### src/rtl/icu_sequencer.sv
// Program sequencer for a one-bit ICU: PC, operand register, output latch and bit-addressed I/O.
// Optional return stack is enabled by defining RET_STACK_EN; the default build returns to 8'h00.
module icu_sequencer (
    input  logic       clk_in,
    input  logic       rst,
    input  logic       icu_state,
    input  logic       JMP,
    input  logic       RTN,
    input  logic       write,
    output logic [7:0] rom_addr,
    input  logic [7:0] rom_data,
    output logic [3:0] I,
    input  logic       icu_data_i,
    output logic       icu_data_o,
    output logic       icu_data_oe,
    input  logic [7:0] in_port,
    output logic [7:0] out_port
);

    logic [7:0] pc;
    logic [7:0] pc_next;
    logic [3:0] opr;
    logic [7:0] out_q;
    logic [7:0] ret_addr;

`ifdef RET_STACK_EN
    logic [7:0] stack_q [4];
    logic [1:0] sp;
    logic [1:0] sp_prev;

    assign sp_prev  = sp - 2'd1;
    assign ret_addr = stack_q[sp_prev];

    // Circular stack: pushes overwrite the oldest entry, pops on empty wrap and return stale data.
    always_ff @(posedge clk_in) begin
        if (!rst) begin
            sp <= 2'd0;
            // NOTE: the entries are cleared as well, so a pop before any push returns 8'h00.
            for (int i = 0; i < 4; i++) begin
                stack_q[i] <= 8'h00;
            end
        end else if (!icu_state) begin
            if (JMP) begin
                stack_q[sp] <= pc;
                sp          <= sp + 2'd1;
            end else if (RTN) begin
                sp <= sp_prev;
            end
        end
    end
`else
    assign ret_addr = 8'h00;
`endif

    // NOTE: every path assigns pc_next after its default, so no latch can be inferred.
    always_comb begin
        pc_next = pc + 8'd1;
        if (JMP) begin
            pc_next = {opr, 4'h0};
        end else if (RTN) begin
            pc_next = ret_addr;
        end
    end

    // JMP/RTN/write belong to the word fetched last time, so they act with the old opr.
    always_ff @(posedge clk_in) begin
        if (!rst) begin
            pc    <= 8'h00;
            opr   <= 4'h0;
            out_q <= 8'h00;
        end else if (!icu_state) begin
            pc  <= pc_next;
            opr <= rom_data[3:0];
            if (write && opr[3]) begin
                out_q[opr[2:0]] <= icu_data_i;
            end
        end
    end

    assign rom_addr    = pc;
    assign out_port    = out_q;
    assign I           = JMP ? 4'b0000 : rom_data[7:4];
    assign icu_data_o  = opr[3] ? out_q[opr[2:0]] : in_port[opr[2:0]];
    assign icu_data_oe = ~write;

endmodule

### config.mk
export PLATFORM = sky130hd
export DESIGN_NAME = icu_sequencer
export DESIGN_NICKNAME = d
export VERILOG_FILES = /design/src/rtl/icu_sequencer.sv
export SDC_FILE = /design/constraint.sdc
export NUM_CORES = 1
export LEC_CHECK = 0
export CORE_UTILIZATION = 45
export CTS_BUF_LIST = sky130_fd_sc_hd__clkbuf_4 sky130_fd_sc_hd__clkbuf_8
export CTS_CLUSTER_SIZE = 8
export DETAILED_ROUTE_END_ITERATION = 10
export PLACE_DENSITY = 0.8
export SLEW_MARGIN = 30
export SYNTH_ARGS = -nofsm -noshare
export SYNTH_HDL_FRONTEND = slang
export SYNTH_SLANG_ARGS = --single-unit
### constraint.sdc
create_clock -name clk_in -period 1.9 [get_ports clk_in]
set_input_delay 0.57 -clock clk_in [delete_from_list [all_inputs] [get_ports clk_in]]
set_output_delay 0.57 -clock clk_in [all_outputs]
set_load 0.1 [all_outputs]
# Yosys cells after proc, flatten, opt, wreduce, memory -nomap -nowiden
# Index checks and enable logic that the tools add are counted.
# op_classes
n_addsub	1
order_cmp	2
n_mux	11
bitwise_logic	2
reduce_logical	3
# op_table
operator	count
$mux 8	2
$add 8x1->8 const B	1
$bwmux 8	1
$bmux 1 s3	2
$lt 3x4->1 const B	1
$mux 1	4
$mux 4	1
$demux 1 s3	1
$ge 3x1->1 const B	1
$logic_and 1x1->1	2
$not 1->1	2
$reduce_and 2->1	1
# totals
reg_bits	20
out_inout_bits	22
wordCells	22

# Depth between registers and ports, before layout
# Gate-level depths: netlist (run 1).
# logic_depth
depth_word	5
depth_mapped	5
mapped_depth_nobuf	5

# Worst setup path after synthesis (run 1)
# Ideal clock, no wire load.
# synth_path
path_kind	register -> output
startpoint	register out_q[2] (netlist: out_port[2])
endpoint	output icu_data_o
arrival_ps	3058
slack_ps	-1728
path_stages_with_launch	4
n_path_buf	0
cell_sequence	dfxtp_1 > a221oi_1 > a31o_2 > a32oi_1
# synth_via
elab_chain_cells	3
# synth_rtl
element	line_no	rtl
start, declared	23	logic [7:0] out_q;
start signal, assigned by index	75	out_q[opr[2:0]] <= icu_data_i;
$bmux 1 s3	83	assign icu_data_o = opr[3] ? out_q[opr[2:0]] : in_port[opr[2:0]];
$mux 1 (implied by the code)	83	
$mux 1	83	
end, declared	14	output logic icu_data_o,
# No other way between the ends. The select of a mux whose other input is x is not followed.

# Worst setup path in the final report (run 1)
# layout_path
startpoint	register opr[1]
endpoint	output icu_data_o
# layout_via
elab_chain_cells	3
elab_cells_between_ends	5
cone_classes	mux (5)
# layout_rtl
element	line_no	rtl
start, declared	22	logic [3:0] opr;
start signal, assigned	73	opr <= rom_data[3:0];
$bmux 1 s3	83	
$mux 1 (implied by the code)	83	
$mux 1 *	83	
# Every way passes the cells marked *; elsewhere a longest branch is shown, timed or not. The select of a mux whose other input is x is not followed.

==> metrics, run 1 <==
status=complete, but fails checks; violated checks=setup timing; routed via count=1329; startpoint types=flop; fmax=423 MHz; GPL Wtd Cong=0.785; die height=53.2 um; die footprint=2830 um^2; hpwl dp=2920 um; Worst Setup End Kind=output pin; Pins Over Slew Limit=0; Yosys warning count=0; via count of the first global-routing pass=1314; Final ANT Viol Nets=0; global-route wire length before repair=5840 um; Crit Path Class=flop to output pin; final WL=3840 um; largest net degree at the start of global routing=14; EDFF count, synth=0; depth of the CTS H-tree=1; count of unique library cells instantiated by Yosys=41; CTS sink cnt=20; Critical Path RT=1.33 ns; leakage=0.863 nW; #FFs+latches synth=20; number of buffers created by CTS=3; GRT Util Overall=28.9%; Mapped Cells=145; fraction of registers with async set/reset=0%; ant diodes=0; RSZ-0062 raised after global routing=yes; VDD IR max=0.693 mV; Max-slew headroom=79.7%; Starting Density=47.7%; share of layout cells above drive strength 1=36.9%; Syn Nets=169; fin util=87.2%; clk_skew=0.0139 ns; Critical Path AT=1.79 ns; measured slew at the worst slew-check pin=0.304 ns; Hold Path Class=flop to flop; antenna violations before repair=0; Nets=231; Crit Path Max Fanout=9; top cells by area, synth=dfxtp_1 (34%), mux2i_1 (10%), nor2b_1 (7.9%), nand2_1 (6.0%), nand3_1 (3.4%); final setup vio count=1; top cell type's share of synthesized area=33.9%; clk slew on worst S/H paths=0.13 ns; Final Hold Viols=0; Core Area=2480 um^2; DRC viols=0; largest area contributor in the netlist=dfxtp_1; placed cell count=231; io pins=45; worst setup margin=-0.462 ns; post-synthesis average cell area=8.15 um^2; Layout area overhead=82.8%; Post-CTS Hold Buffers=0; Synth Cell Area=1180 um^2; post-synthesis sequential area ratio=33.9%; Total Power=1.14 mW; CTS tree=done; commonest non-fill, non-tap cells in the layout=buf_4 (23), buf_12 (22), nand2_1 (19), clkdlybuf4s50_1 (14), mux2i_1 (12); Final Non-Filler Cells=236; dpl ws=-0.526 ns; min Tclk post-route=2.36 ns; Bufs on Longest Clock Path=2; Max-cap violations=0; period utilisation layout=124%; gr ovfl total=0; FP Rows=18; most common cell after layout, fill and taps aside=buf_4; drt pass-1 iters=4; die width=53.2 um; Worst-Skew Late Latency=0.33 ns; Via density=5.63; number of DRC markers in iteration 0=47; PD cells=530 nW/um^2; port bufs=44; Root Buffer=clkbuf_4; Routed WL per cell=16.3 um; ys flop type=dfxtp_1
-- worst paths after layout --
path | startpoint | slack (ns) | to | cells after the start
min | out_port[0]$_SDFFE_PN0P_ | 0.51 | out_port[0]$_SDFFE_PN0P_ | 2
max reg2reg | rom_addr[0]$_SDFFE_PN0N_ | 0.37 | rom_addr[6]$_SDFFE_PN0N_ | 5
max | opr[1]$_SDFFE_PN0N_ | -0.46 | icu_data_o | 6
min reg2reg | out_port[0]$_SDFFE_PN0P_ | 0.51 | out_port[0]$_SDFFE_PN0P_ | 2
-- through the flow --
stage | setup TNS (ns) | hold WS, ns | area (um^2)
2_1_floorplan | -0.423 | 0.577 | 1260
3_3_place_gp | -1.97 | 0.490 | 2080
3_5_place_dp | -2.67 | 0.496 | 2080
4_1_cts | -0.457 | 0.515 | 2150
5_1_grt | -0.524 | 0.553 | 2160
6_report | -0.462 | 0.514 | 2160
-- layer usage --
layer	global-route usage, %	vias up	wire length [um]	part of all wire, %
met5	0	-	0	0
met3	7.47	9	219	5.7
met4	13.2	0	63	1.6
li1	-	646	-	-
met2	53.1	59	2040	53
met1	30.1	615	1520	39
-- synth_stat cells, types with 2 or more instances --
library cell / number
nand4_1: 2
clkbuf_1: 5
buf_2: 5
a32oi_1: 2
nor2_1: 5
dfxtp_1: 20
o31a_1: 3
and3_1: 2
a21oi_1: 4
o21ai_0: 6
o211a_1: 2
a21boi_1: 2
a21boi_0: 3
nand3_1: 8
inv_1: 3
nor3_1: 5
nand2_1: 19
nor2b_1: 15
mux2i_1: 12
-- report_power, final --
group,internal [mW],switching [mW]
registers,0.421,0.0156
logic,0.158,0.184
clock network,0.214,0.152
-- logic make-up (layout without fill, tap and decap cells) --
| logic type | count (synthesis) | count (layout) | share of synthesized area, % |
|---|---|---|---|
| simple gates | 68 | 68 | 31.3 |
| flops | 20 | 20 | 33.9 |
| mux | 12 | 12 | 10.2 |
| buf+inv | 13 | 74 | 4.66 |
| fa+ha+maj | 1 | 1 | 1.06 |
| compound gates | 31 | 31 | 19.0 |
-- area by class of cell --
| type | count | area, um^2 |
|---|---|---|
| fillers | 129 | 318 |
| inverters | 3 | 11.3 |
| repair buffers | 67 | 825 |
| clock inverters | 1 | 30.0 |
| multi-input cells | 112 | 800 |
| clock buffers | 3 | 22.5 |
| flip-flops and latches | 20 | 434 |
| well taps | 30 | 37.5 |
-- critical path: stages (launching register included) --
cell and delay [ns]:
dfxtp_2 0.37, buf_4 0.17, nand2_1 0.10, a21oi_1 0.06, a211o_1 0.31, a32oi_4 0.25, buf_12 0.20
-- state kept, by name, summed over array words and instances, names as in the netlist --
| signal | flops |
|---|---|
| opr | 4 |
| out_port | 8 |
| rom_addr | 8 |
-- timing repair --
action	in CTS	in global routing
endpoints found under the hold margin	0	0
pin swaps	4	1
gates cloned	0	0
resized for setup	17	2
buffers inserted	0	1
setup endpoints to repair	6	5
Note: power is estimated with default switching activity, not from simulation.
==> run 2: changes to the inputs <==
--- a/config.mk
+++ b/config.mk
@@ -7,7 +7,6 @@
 export LEC_CHECK = 0
 export CORE_UTILIZATION = 45
 export CTS_BUF_LIST = sky130_fd_sc_hd__clkbuf_4 sky130_fd_sc_hd__clkbuf_8
-export CTS_CLUSTER_SIZE = 8
 export DETAILED_ROUTE_END_ITERATION = 10
 export PLACE_DENSITY = 0.8
 export SLEW_MARGIN = 30
==> results of run 2 <==
No change in the layout: final DEF, timing and power equal those of run 1.
==> run 3: changes to the inputs <==
--- a/config.mk
+++ b/config.mk
@@ -7,6 +7,7 @@
 export LEC_CHECK = 0
 export CORE_UTILIZATION = 45
 export CTS_BUF_LIST = sky130_fd_sc_hd__clkbuf_4 sky130_fd_sc_hd__clkbuf_8
+export CTS_CLUSTER_DIAMETER = 80
 export DETAILED_ROUTE_END_ITERATION = 10
 export PLACE_DENSITY = 0.8
 export SLEW_MARGIN = 30
==> results of run 3 <==
No change in the layout: final DEF, timing and power equal those of run 1.
